File: config.mk
export PLATFORM = sky130hd
export DESIGN_NAME = go_encode
export DESIGN_NICKNAME = d
export VERILOG_FILES = /design/src/rtl/go_encode.sv
export SDC_FILE = /design/constraint.sdc
export NUM_CORES = 1
export LEC_CHECK = 0
export ABC_AREA = 1
export BUFFER_PORTS_ARGS = -buffer_cell sky130_fd_sc_hd__buf_2
export CAP_MARGIN = 20
export CORE_MARGIN = 4
export CORE_UTILIZATION = 55
export CTS_BUF_LIST = sky130_fd_sc_hd__clkbuf_4 sky130_fd_sc_hd__clkbuf_8
export DETAILED_ROUTE_END_ITERATION = 8
export GPL_TIMING_DRIVEN = 0
export PLACE_DENSITY_LB_ADDON = 0.05
export SETUP_SLACK_MARGIN = 0.15
export SYNTH_ARGS = -nofsm -noshare
export SYNTH_HDL_FRONTEND = slang
export SYNTH_SLANG_ARGS = --single-unit
File: constraint.sdc
create_clock -name clk -period 2.2 [get_ports clk]
set_clock_uncertainty 0.15 [all_clocks]
set_input_delay 0 -clock clk [delete_from_list [all_inputs] [get_ports clk]]
set_output_delay 0 -clock clk [all_outputs]
set_load 0.1 [all_outputs]
File: src/rtl/go_encode.sv
// rtl/go_encode.sv - tic-tac-toe game-over encoder scanning 9 cells via 1-cycle read port
// Optional GO_ENCODE_STICKY_EN: freeze results once a game-over is flagged until rst.
module go_encode #(
    parameter logic [1:0] X_CODE = 2'b01,
    parameter logic [1:0] O_CODE = 2'b10
) (
    input  logic       clk,
    input  logic       rst,
    input  logic       start,
    output logic [3:0] rd_addr,
    input  logic [1:0] rd_data,
    output logic       busy,
    output logic       done,
    output logic [9:0] gameover,
    output logic [1:0] winner
);

    typedef enum logic [1:0] {IDLE, READ, WAIT, EVAL} state_t;

    state_t     state, state_n;
    logic [3:0] idx;
    logic       cap_en;
    logic [3:0] cap_idx;
    logic [1:0] cells [9];
    logic       accept;
    logic [7:0] x_line, o_line;
    logic       full;
    logic [9:0] go_n;
    logic [1:0] win_n;

`ifdef GO_ENCODE_STICKY_EN
    assign accept = start && !gameover[9];
`else
    assign accept = start;
`endif

    assign busy = (state != IDLE);

    always_ff @(posedge clk) begin
        if (rst) state <= IDLE;
        else     state <= state_n;
    end

    always_comb begin
        state_n = state;
        case (state)
            IDLE:    if (accept) state_n = READ;
            READ:    if (idx == 4'd8) state_n = WAIT;
            WAIT:    state_n = EVAL;
            EVAL:    state_n = IDLE;
            default: state_n = IDLE;
        endcase
    end

    function automatic logic all3(input logic [1:0] a, input logic [1:0] b,
                                  input logic [1:0] c, input logic [1:0] code);
        return (a == code) && (b == code) && (c == code);
    endfunction

    // cells[] is indexed by scan order (row-major 0..8), not by board address
    always_comb begin
        x_line = '0;
        o_line = '0;
        full   = 1'b1;
        go_n   = '0;
        win_n  = 2'b00;
        for (int r = 0; r < 3; r++) begin
            x_line[r]   = all3(cells[3*r], cells[3*r+1], cells[3*r+2], X_CODE);
            o_line[r]   = all3(cells[3*r], cells[3*r+1], cells[3*r+2], O_CODE);
            x_line[3+r] = all3(cells[r], cells[r+3], cells[r+6], X_CODE);
            o_line[3+r] = all3(cells[r], cells[r+3], cells[r+6], O_CODE);
        end
        x_line[6] = all3(cells[0], cells[4], cells[8], X_CODE);
        o_line[6] = all3(cells[0], cells[4], cells[8], O_CODE);
        x_line[7] = all3(cells[2], cells[4], cells[6], X_CODE);
        o_line[7] = all3(cells[2], cells[4], cells[6], O_CODE);
        for (int i = 0; i < 9; i++) begin
            if (cells[i] != X_CODE && cells[i] != O_CODE) full = 1'b0;
        end
        // X takes priority on an illegal board where both players have lines
        if (|x_line) begin
            go_n  = {2'b10, x_line};
            win_n = X_CODE;
        end else if (|o_line) begin
            go_n  = {2'b10, o_line};
            win_n = O_CODE;
        end else if (full) begin
            go_n  = 10'h300;
        end
    end

    always_ff @(posedge clk) begin
        if (rst) begin
            rd_addr  <= '0;
            idx      <= '0;
            cap_en   <= 1'b0;
            cap_idx  <= '0;
            done     <= 1'b0;
            gameover <= '0;
            winner   <= '0;
            for (int i = 0; i < 9; i++) cells[i] <= '0;
        end else begin
            done    <= 1'b0;
            cap_en  <= (state == READ);
            cap_idx <= idx;
            if (state == IDLE && accept) begin
                rd_addr <= '0;
                idx     <= '0;
            end else if (state == READ && idx != 4'd8) begin
                idx <= idx + 4'd1;
                if (rd_addr[1:0] == 2'd2) rd_addr <= {rd_addr[3:2] + 2'd1, 2'b00};
                else                      rd_addr <= rd_addr + 4'd1;
            end
            if (cap_en) cells[cap_idx] <= rd_data;
            if (state == EVAL) begin
                done     <= 1'b1;
                gameover <= go_n;
                winner   <= win_n;
            end
        end
    end

endmodule

==> results.txt, run 1 <==
DIE AREA: 5430 um2
Fillcell total: 363
CTS HTree Levels: 2
Cell taking the most area after synthesis: dfxtp_1
Register area share after synthesis: 0.464
Core ar.: 4090 um2
All-Layer GR Usage: 0.184
Area growth from synthesis to layout: 11.5%
CTS Hold Bufs: 2
Slowest CP cell: edfxtp_1
Nets: 342
WL met3: 162 um
Port Buffers: 21
Async SR Flop Fraction: 0
Synth Warn #: 0
Reg power frac: 0.451
Synth top area share: 0.236
First-pass GRT wire length: 7570 um
Share of layout cells above drive strength 1: 0.137
Initial Util: 0.581
Mapped Cells: 282
Setup ws final: 0.367 ns
TritonCTS buffer count: 5
Buffer and inverter count on the worst path: 0
Worst VDD drop: 0.842 mV
Post-Syn Nets: 312
Sw power: 903 uW
Die span in y: 73.7 um
Clk root buf: clkbuf_8
CP Class: flip-flop to flip-flop
Number of flops mapped to enable cells by yosys: 18
Pwr/cell area: 856 nW/um2
Max frequency: 0.546 GHz
I/O Pins: 23
Most frequent cells in the layout: 54 x nand2_1, 48 x nor2_1, 32 x inv_1
Combinational power share: 0.324
Pre-CTS setup slack: 0.380 ns
M1 wire length: 2060 um
Skew-Pair Late Insertion Delay: 0.30 ns
Pins Over Slew Limit: 0
Final wirelength: 4540 um
Crit path max-delay family: simple AND/OR/NAND/NOR gates
Post-CTS Resized: 0
Crit-path cells: ha_1 > nand3_1 > nand2_1 > nor2_2 > nand2_4 > nor2_4 > o21ai_1 > a21oi_2
DR vias/cell: 5.07
Hold/Removal Path Class: input pin to flip-flop
Period utilization: 0.833
CP max stage delay: 0.43 ns
Sw frac: 0.399
Distinct cells, synth: 31
Synthesized cell area: 2370 um2
Clk pwr share: 0.224
Hold Fails Final Rpt: 0
Antenna viol nets, final: 0
Outcome: finished, final reports clean
Crit path required time: 2.29 ns
Setup TNS Final: 0 ns
CTS tree: done
Top layer in use: met4
Met2 WL: 2240 um
Arrival time worst endpoint: 1.92 ns
Commonest non-fill, non-tap cell in the layout: nand2_1
Max Cap Viol: 0
Lkg Pwr: 1.25 nW
Via Count: 1839
Top FF cell, synth: dfxtp_1
DP Wirelength: 3530 um
Worst-margin pin slew: 0.571 ns
Per-cell routed wire length: 12.5 um
Min Tclk post-route: 1.83 ns
Grt total ovfl: 0
Num rows: 23
Largest cells by area after synthesis: dfxtp_1 24%, edfxtp_1 23%, ha_1 13%
Vias in the first global route: 1787
Initial DRC Count: 102
Initial antenna violation count: 0
Die X: 73.7 um
Startpoint types: flip-flop
Critical path endpoint category: flip-flop
RSZ-0062 raised after global routing: no
Number of synthesized register bits: 46
Internal power: 1.36 mW
Clock sink total: 46
Avg Inst Size Synth: 8.41 um2
Clock Tree Buf Depth: 2
N_diodes: 0
Reg clk slew, reported paths: 0.09 ns
Largest net degree at the start of global routing: 14
# DRC: 0
Setup bufs post-CTS: 0
TritonRoute pass-1 iters: 4
Relative slew slack: 0.619
GP Congestion: 0.857
Final setup vio count: 0
CP max FO: 8
==> per-stage QoR <==
step                instance area (um2)  std cells  total power [mW]  utilization  hold WS [ns]
floorplan                          2370        282              1.64            -        0.0849
global placement                   2540        353              1.76        0.622         0.193
detailed placement                 2540        353              1.77        0.622         0.189
CTS                                2650        363              2.28        0.647        0.0371
global route                       2650        363              2.39        0.647        0.0403
finish                             2650        363              2.26        0.647        0.0447
==> flip-flops by register name, indices dropped and copies added (netlist names) <==
register  flops
idx           4
cap_idx       4
rd_addr       4
winner        2
done          1
gameover     10
cap_en        1
state         2
cells        18
==> worst register-to-register path, delay by kind of cell (launching register included) <==
family | cells | cell delay (ns)
and+or+nand+nor | 5 | 0.71
AOI/OAI and AO/OA | 2 | 0.22
DFF | 1 | 0.43
adders and majority gates | 1 | 0.27
==> Yosys cell counts (2+ instances only) <==
cell type and instances:
nand3b_1 5, dfxtp_1 28, inv_1 32, edfxtp_1 18, o21ai_1 2, ha_1 25, o21ai_0 5, nand2_1 54
nor2_2 2, a21oi_2 2, a21oi_1 11, inv_2 4, clkinv_1 2, nor2_1 48, nand3_1 21, o21a_1 3
nand4_1 2, clkbuf_1 2, xor2_1 2, nor3_1 3
==> routing by layer <==
layer | track usage | vias to the layer above
met5 | 0 | -
met4 | 0.0825 | 0
met3 | 0.0369 | 9
met2 | 0.321 | 36
met1 | 0.216 | 829
li1 | - | 965
==> kinds of logic after synthesis <==
kind of cell / count (synthesis) / synth area share
simple gates: 142 / 0.267
flops: 46 / 0.464
buf+inv: 42 / 0.0670
compound gates: 25 / 0.0628
fa+ha+maj: 25 / 0.132
xor+xnor: 2 / 0.00739
==> cell type report <==
class                   instances  area, um2  share of cell area
well taps                      50       62.6              0.0237
clock inverters                 2       8.76             0.00331
flip-flops and latches         46       1100               0.416
repair buffers                 23        125              0.0473
clock buffers                   6       76.3              0.0289
inverters                      38        143              0.0539
plain buffers                   4       16.3             0.00615
multi-input cells             194       1110               0.421
==> path summary, 6_finish.rpt <==
| check | start | end | slack (ns) | cells past startpoint |
|---|---|---|---|---|
| worst max-delay path | cells[4][0] | winner[1] | 0.37 | 8 |
| worst min-delay path | rd_data[0] | cells[5][0] | 0.04 | 3 |
| worst max register to register | cells[4][0] | winner[1] | 0.37 | 8 |
| worst min register to register | gameover[3] | gameover[3] | 0.31 | 2 |
==> power groups by stage <==
stage | clock network [mW] | registers, mW | logic, mW
after floorplan | 0 | 1.24 | 0.399
after global placement | 0 | 1.04 | 0.721
after detailed placement | 0 | 1.04 | 0.732
after CTS | 0.515 | 1.02 | 0.743
after global routing | 0.551 | 1.03 | 0.809
final | 0.508 | 1.02 | 0.734
Power figures use the tool's default switching activity.
==> run 2: changes to the inputs <==
- ABC_AREA: 1 -> 0
- clock period: 2.2 -> 1.7 ns (I/O delays scaled with it)
==> run 2 against run 1 <==
The run now ends with negative setup slack left. Clock power rose by 65%. Via count grew 5.2%. Routed wire length grew 17%. Design area is 23% higher. Fmax increased by 2.8%. Global-route usage up 2.1 points.
==> results.txt, run 2 <==
Grt total ovfl: 0 (unchanged)
DP Wirelength: 3630 um (+3.0%)
Vias in the first global route: 1879 (+5.1%)
Reg2Reg Setup Slack: -0.08 ns (-0.45 ns)
Min Tclk post-route: 1.78 ns (-0.0504 ns)
Share of layout cells above drive strength 1: 0.390 (+0.253)
Distinct cells, synth: 44 (+42%)
I/O Pins: 23 (unchanged)
Dpl cells: 326 (-7.6%)
Synth top area share: 0.227 (-0.00888)
Per-cell routed wire length: 15.1 um (+21%)
Critical path endpoint category: flip-flop
Initial DRC Count: 72 (-29%)
Crit-path cells: ha_4 > a22o_4 > a22oi_2 > and2_4 > a41oi_2
Via Count: 1934 (+5.2%)
Hold/Removal Path Class: input pin to flip-flop
Skew-Pair Late Insertion Delay: 0.31 ns (about the same)
Most frequent cells in the layout: 21 x buf_2, 20 x and2_1, 20 x dfxtp_1
Initial Util: 0.566 (-0.0144)
Max reg flops: 18 (unchanged)
Worst-margin pin slew: 0.640 ns (+0.0691 ns)
Failing checks: negative setup slack
Num rows: 24 (+4.3%)
Async SR Flop Fraction: 0 (unchanged)
Non-Filler Instances: 352 (-3.0%)
Slowest CP cell: edfxtp_1
Commonest non-fill, non-tap cell in the layout: buf_2
Max Cap Viol: 0 (unchanged)
Reg clk slew, reported paths: 0.09 ns (about the same)
Final setup vio count: 10 (+10)
DR vias/cell: 5.49 (+8.5%)
# DRC: 0 (unchanged)
Pins Over Slew Limit: 0 (unchanged)
Cell taking the most area after synthesis: dfxtp_1
Crit path required time: 1.73 ns (-0.56 ns)
CP max stage delay: 0.46 ns (+0.03 ns)
First-pass GRT wire length: 8630 um (+14%)
Lkg Pwr: 1.30 nW (+3.9%)
Number of flops mapped to enable cells by yosys: 18 (unchanged)
Initial antenna violation count: 0 (unchanged)
Synth Warn #: 0 (unchanged)
RSZ-0062 raised after global routing: yes
Nets: 329 (-3.8%)
Cell area after layout: 3240 um2 (+23%)
Clk root buf: clkbuf_8
CP max FO: 5 (-3)
Period utilization: 1.05 (+0.215)
Die X: 74.9 um (+1.7%)
Hold Fails Final Rpt: 0 (unchanged)
CTS HTree Levels: 2 (unchanged)
Clock sink total: 46 (unchanged)
Die span in y: 74.9 um (+1.7%)
Pwr/cell area: 1140 nW/um2 (+33%)
Post-Syn Nets: 282 (-9.6%)
Most flops, register: cells
Top FF cell, synth: dfxtp_1
Most common cell in the netlist: dfxtp_1
N_diodes: 0 (unchanged)
Register area share after synthesis: 0.447 (-0.0174)
Number of synthesized register bits: 46 (unchanged)
CP Class: flip-flop to flip-flop
Avg Inst Size Synth: 9.78 um2 (+16%)
DP Area: 2730 um2 (+7.4%)
GP Congestion: 0.804 (-6.2%)
Core ar.: 4350 um2 (+6.6%)
All-Layer GR Usage: 0.205 (+0.0215)
Synthesized cell area: 2460 um2 (+3.9%)
Setup ws final: -0.0827 ns (-0.450 ns)
Antenna viol nets, final: 0 (unchanged)
Final wirelength: 5330 um (+17%)
Max frequency: 0.561 GHz (+2.8%)
Commonest cells post-synth: 28 x dfxtp_1, 25 x ha_1, 25 x inv_1, 25 x nor2_1, 20 x and2_1
Regs by FF count: cells (18), gameover (10)
Outcome: finished with violations
Largest cells by area after synthesis: dfxtp_1 23%, edfxtp_1 22%, ha_1 13%
Largest net degree at the start of global routing: 16 (+2)
Arrival time worst endpoint: 1.81 ns (-0.11 ns)
Mapped Cells: 252 (-11%)
TritonCTS buffer count: 5 (unchanged)
Relative slew slack: 0.573 (-0.0461)
Worst VDD drop: 0.579 mV (-31%)
DIE AREA: 5620 um2 (+3.5%)
Port Buffers: 22 (+4.8%)
Startpoint types: flip-flop
Clock Tree Buf Depth: 2 (unchanged)
TritonRoute pass-1 iters: 4 (unchanged)
CTS tree: done
Area growth from synthesis to layout: 31.6%
-- run 2: what timing repair did --
item	4_1_cts	5_1_grt
buffers inserted	8	5
hold buffers	4	0
setup endpoints to repair	35	33
resized for setup	33	29
gates cloned	1	0
endpoints found under the hold margin	21	0
pin swaps	13	19
-- run 2: kinds of logic (layout without fill, tap and decap cells) --
kind of cell | count (synthesis) | in the layout | synth area share
and+or+nand+nor | 114 | 114 | 0.251
DFF | 46 | 46 | 0.447
buffers and inverters | 32 | 79 | 0.0518
AOI/OAI and AO/OA | 29 | 30 | 0.102
adders and majority gates | 25 | 25 | 0.127
xor gates and xnor gates | 5 | 5 | 0.0178
muxes | 1 | 1 | 0.00406
-- run 2: layout make-up --
| cell class | instances | area [um2] |
|---|---|---|
| Inverter | 25 | 97.6 |
| Fill cell | 319 | 1110 |
| Sequential cell | 46 | 1110 |
| Tap cell | 52 | 65.1 |
| Clock buffer | 5 | 68.8 |
| Timing Repair Buffer | 39 | 262 |
| Buffer | 7 | 46.3 |
| Clock inverter | 3 | 43.8 |
| Multi-Input combinational cell | 175 | 1550 |
-- run 2: worst paths after layout --
| check | from | end | depth (start not counted) |
|---|---|---|---|
| hold / removal | rst | cap_en | 3 |
| setup / recovery | cells[6][0] | gameover[9] | 5 |
| setup reg to reg | cells[6][0] | gameover[9] | 5 |
| hold reg to reg | idx[1] | cap_idx[1] | 2 |
-- run 2: power breakdown --
group,leakage (nW),total (mW),switching [mW],internal (mW)
Sequential,0.416,1.37,0.102,1.27
Combinational,0.821,1.48,0.987,0.491
Clock,0.0585,0.837,0.396,0.441
Total,1.30,3.69,1.49,2.20
-- run 2: routing by layer --
| layer | GRT usage | up-vias | share of wire |
|---|---|---|---|
| met5 | 0 | - | 0 |
| met4 | 0.0949 | 0 | 0.017 |
| met3 | 0.0320 | 8 | 0.031 |
| met2 | 0.349 | 36 | 0.51 |
| met1 | 0.255 | 920 | 0.44 |
| li1 | - | 970 | - |
-- run 2: worst max-delay path: cells and delay by family (launching register included) --
family / cells / cell delay, ns
compound gates: 3 / 0.62
flops: 1 / 0.46
simple gates: 1 / 0.22
fa+ha+maj: 1 / 0.21
-- run 2: stage by stage --
stage	util	worst slack [ns]	hold slack (ns)	setup TNS [ns]	power, mW
6_report	0.745	-0.0827	0.0561	-0.512	3.69
5_1_grt	0.745	-0.172	0.106	-1.42	3.84
4_1_cts	0.710	-0.0704	0.0498	-0.443	3.59
3_5_place_dp	0.627	-0.115	0.206	-0.838	2.62
3_3_place_gp	0.627	-0.0882	0.225	-0.573	2.59
2_1_floorplan	-	-0.0112	0.0482	-0.0112	2.39
==> run 3: changes to the inputs <==
- MAX_ROUTING_LAYER: not set -> met4
- clock period: 1.7 -> 1.5 ns (I/O delays scaled with it)
==> run 3 against run 2 <==
The flow still finishes with violations (negative setup slack). Design area rose by 7.2%. First-iteration DRC count rose by 46%. Power rose by 25%. Die area did not move. Clock power fell by 4.5%. Register-to-register slack got worse by 0.26 ns.
==> results.txt, run 3 (synthesized netlist as in run 2, its figures left out) <==
Pins Over Slew Limit: 0 (unchanged)
Regs by FF count: cells (18), gameover (10)
Final setup vio count: 32 (+22)
Setup ws final: -0.339 ns (-0.256 ns)
RSZ-0062 raised after global routing: yes
Slowest CP cell: edfxtp_1
Buffer and inverter count on the worst path: 1 (+1)
Min-delay src: rst
CTS HTree Levels: 2 (unchanged)
Most frequent cells in the layout: 21 x buf_2, 18 x inv_1, 18 x and2_1, 18 x edfxtp_1
TritonRoute pass-1 iters: 4 (unchanged)
TritonCTS buffer count: 5 (unchanged)
CTS tree: done
CP max stage delay: 0.42 ns (-0.04 ns)
Max Cap Viol: 0 (unchanged)
Clk root buf: clkbuf_8
Crit path max-delay family: compound AO/OA/AOI/OAI gates
Per-cell routed wire length: 16.4 um (+8.1%)
Via Count: 2053 (+6.2%)
DIE AREA: 5620 um2 (unchanged)
Reg clk slew, reported paths: 0.09 ns (about the same)
All-Layer GR Usage: 0.211 (+0.00592)
Most flops, register: cells
Top layer in use: met4
Area growth from synthesis to layout: 41.1%
Num rows: 24 (unchanged)
Max reg flops: 18 (unchanged)
M1 wire length: 2530 um (+7.1%)
N_diodes: 0 (unchanged)
Largest net degree at the start of global routing: 15 (-1)
Initial DRC Count: 105 (+46%)
Crit path required time: 1.51 ns (-0.22 ns)
Nets: 348 (+5.8%)
Die span in y: 74.9 um (unchanged)
Critical path endpoint category: flip-flop
DP Area: 2780 um2 (+1.9%)
Worst VDD drop: 0.738 mV (+27%)
Critical Path Source: cells[5][0]
Initial Util: 0.566 (unchanged)
Period utilization: 1.23 (+0.177)
Failing checks: negative setup slack
WL met3: 263 um (+58%)
Lkg Pwr: 1.41 nW (+8.9%)
First-pass GRT wire length: 8780 um (+1.8%)
DR vias/cell: 5.53 (+0.72%)
Die X: 74.9 um (unchanged)
Port Buffers: 22 (unchanged)
Clock sink total: 46 (unchanged)
Worst hold slack: 0.137 ns (+0.0807 ns)
GP Congestion: 0.857 (+6.6%)
Sequential Area: 1120 um2 (+0.90%)
Outcome: finished with violations
Hold Fails Final Rpt: 0 (unchanged)
Grt total ovfl: 0 (unchanged)
CP max FO: 8 (+3)
Share of layout cells above drive strength 1: 0.445 (+0.0551)
Fillcell total: 271 (-15%)
Worst-margin pin slew: 0.746 ns (+0.106 ns)
Antenna viol nets, final: 0 (unchanged)
CP Class: flip-flop to flip-flop
Skew-Pair Late Insertion Delay: 0.30 ns (about the same)
Multi-input gate area: 1580 um2 (+1.7%)
Met2 WL: 3220 um (+19%)
R2R Path Start: cells[5][0]
Hold/Removal Path Class: input pin to flip-flop
DP Wirelength: 3520 um (-3.3%)
Crit-path cells: ha_2 > a22o_1 > a22oi_4 > buf_6 > and2_4 > a41oi_2
Cell area after layout: 3480 um2 (+7.2%)
Commonest non-fill, non-tap cell in the layout: buf_2
Arrival time worst endpoint: 1.84 ns (+0.03 ns)
# DRC: 0 (unchanged)
Min Tclk post-route: 1.84 ns (+0.0561 ns)
Vias in the first global route: 1980 (+5.4%)
Initial antenna violation count: 0 (unchanged)
Startpoint types: flip-flop
Clock Tree Buf Depth: 2 (unchanged)
I/O Pins: 23 (unchanged)
Core ar.: 4350 um2 (unchanged)
Relative slew slack: 0.503 (-0.0705)
Max frequency: 0.544 GHz (-3.1%)
Pwr/cell area: 1330 nW/um2 (+17%)
Final wirelength: 6070 um (+14%)
## run 3: changes by cell type in the layout (fill, tap and decap cells not counted), moves of 3 or more
cell | before | now
nand2_2 | 0 | 3
or2_2 | 4 | 1
or2_4 | 5 | 8
dfxtp_1 | 20 | 16
buf_4 | 11 | 17
ha_2 | 7 | 4
nand2_1 | 8 | 5
ha_1 | 10 | 13
buf_6 | 4 | 17
## run 3: power by group
group	internal (mW)	leakage [nW]	switching, mW	total [mW]
sequential	1.44	0.419	0.119	1.56
clock	0.372	0.0488	0.427	0.799
combinational	0.934	0.943	1.32	2.25
total	2.75	1.41	1.86	4.61
## run 3: layout make-up
class / instances / share of cell area
multi-input combinational: 174 / 0.453
sequential: 46 / 0.322
timing repair buffer: 59 / 0.136
inverter: 25 / 0.0295
clock buffer: 6 / 0.0237
tap: 52 / 0.0187
buffer: 7 / 0.0129
clock inverter: 2 / 0.00360
## run 3: path summary, 6_finish.rpt
check | endpoint | slack [ns] | cells past startpoint
hold reg to reg | gameover[1] | 0.34 | 2
setup / recovery | gameover[9] | -0.34 | 6
hold / removal | cap_idx[2] | 0.14 | 3
setup reg to reg | gameover[9] | -0.34 | 6
## run 3: metrics by stage
stage	utilization	setup WS [ns]	TNS [ns]	std cells	power, mW
2_1_floorplan	-	-0.211	-1.67	252	2.73
3_3_place_gp	0.639	-0.286	-3.93	326	2.96
3_5_place_dp	0.639	-0.318	-4.35	326	2.97
4_1_cts	0.747	-0.310	-4.28	361	4.28
5_1_grt	0.799	-0.406	-6.97	371	4.82
6_report	0.799	-0.339	-4.81	371	4.61
## run 3: per-layer routing
layer,up-vias,global-route usage
li1,1001,-
met1,994,0.241
met2,50,0.363
met3,8,0.0534
met4,0,0.0672
met5,-,-
## run 3: what timing repair did
action | CTS | global route
hold buffers | 4 | 0
pin swaps | 35 | 19
setup endpoints to repair | 53 | 61
buffers inserted | 23 | 10
resized for setup | 38 | 41
hold endpoints to repair | 29 | 0
## run 3: worst reg2reg max path, delay by kind of cell (launching register included)
kind,cells,cell delay [ns]
adders and majority gates,1,0.23
buffers and inverters,1,0.14
and+or+nand+nor,1,0.15
AOI/OAI and AO/OA,3,0.61
DFF,1,0.42
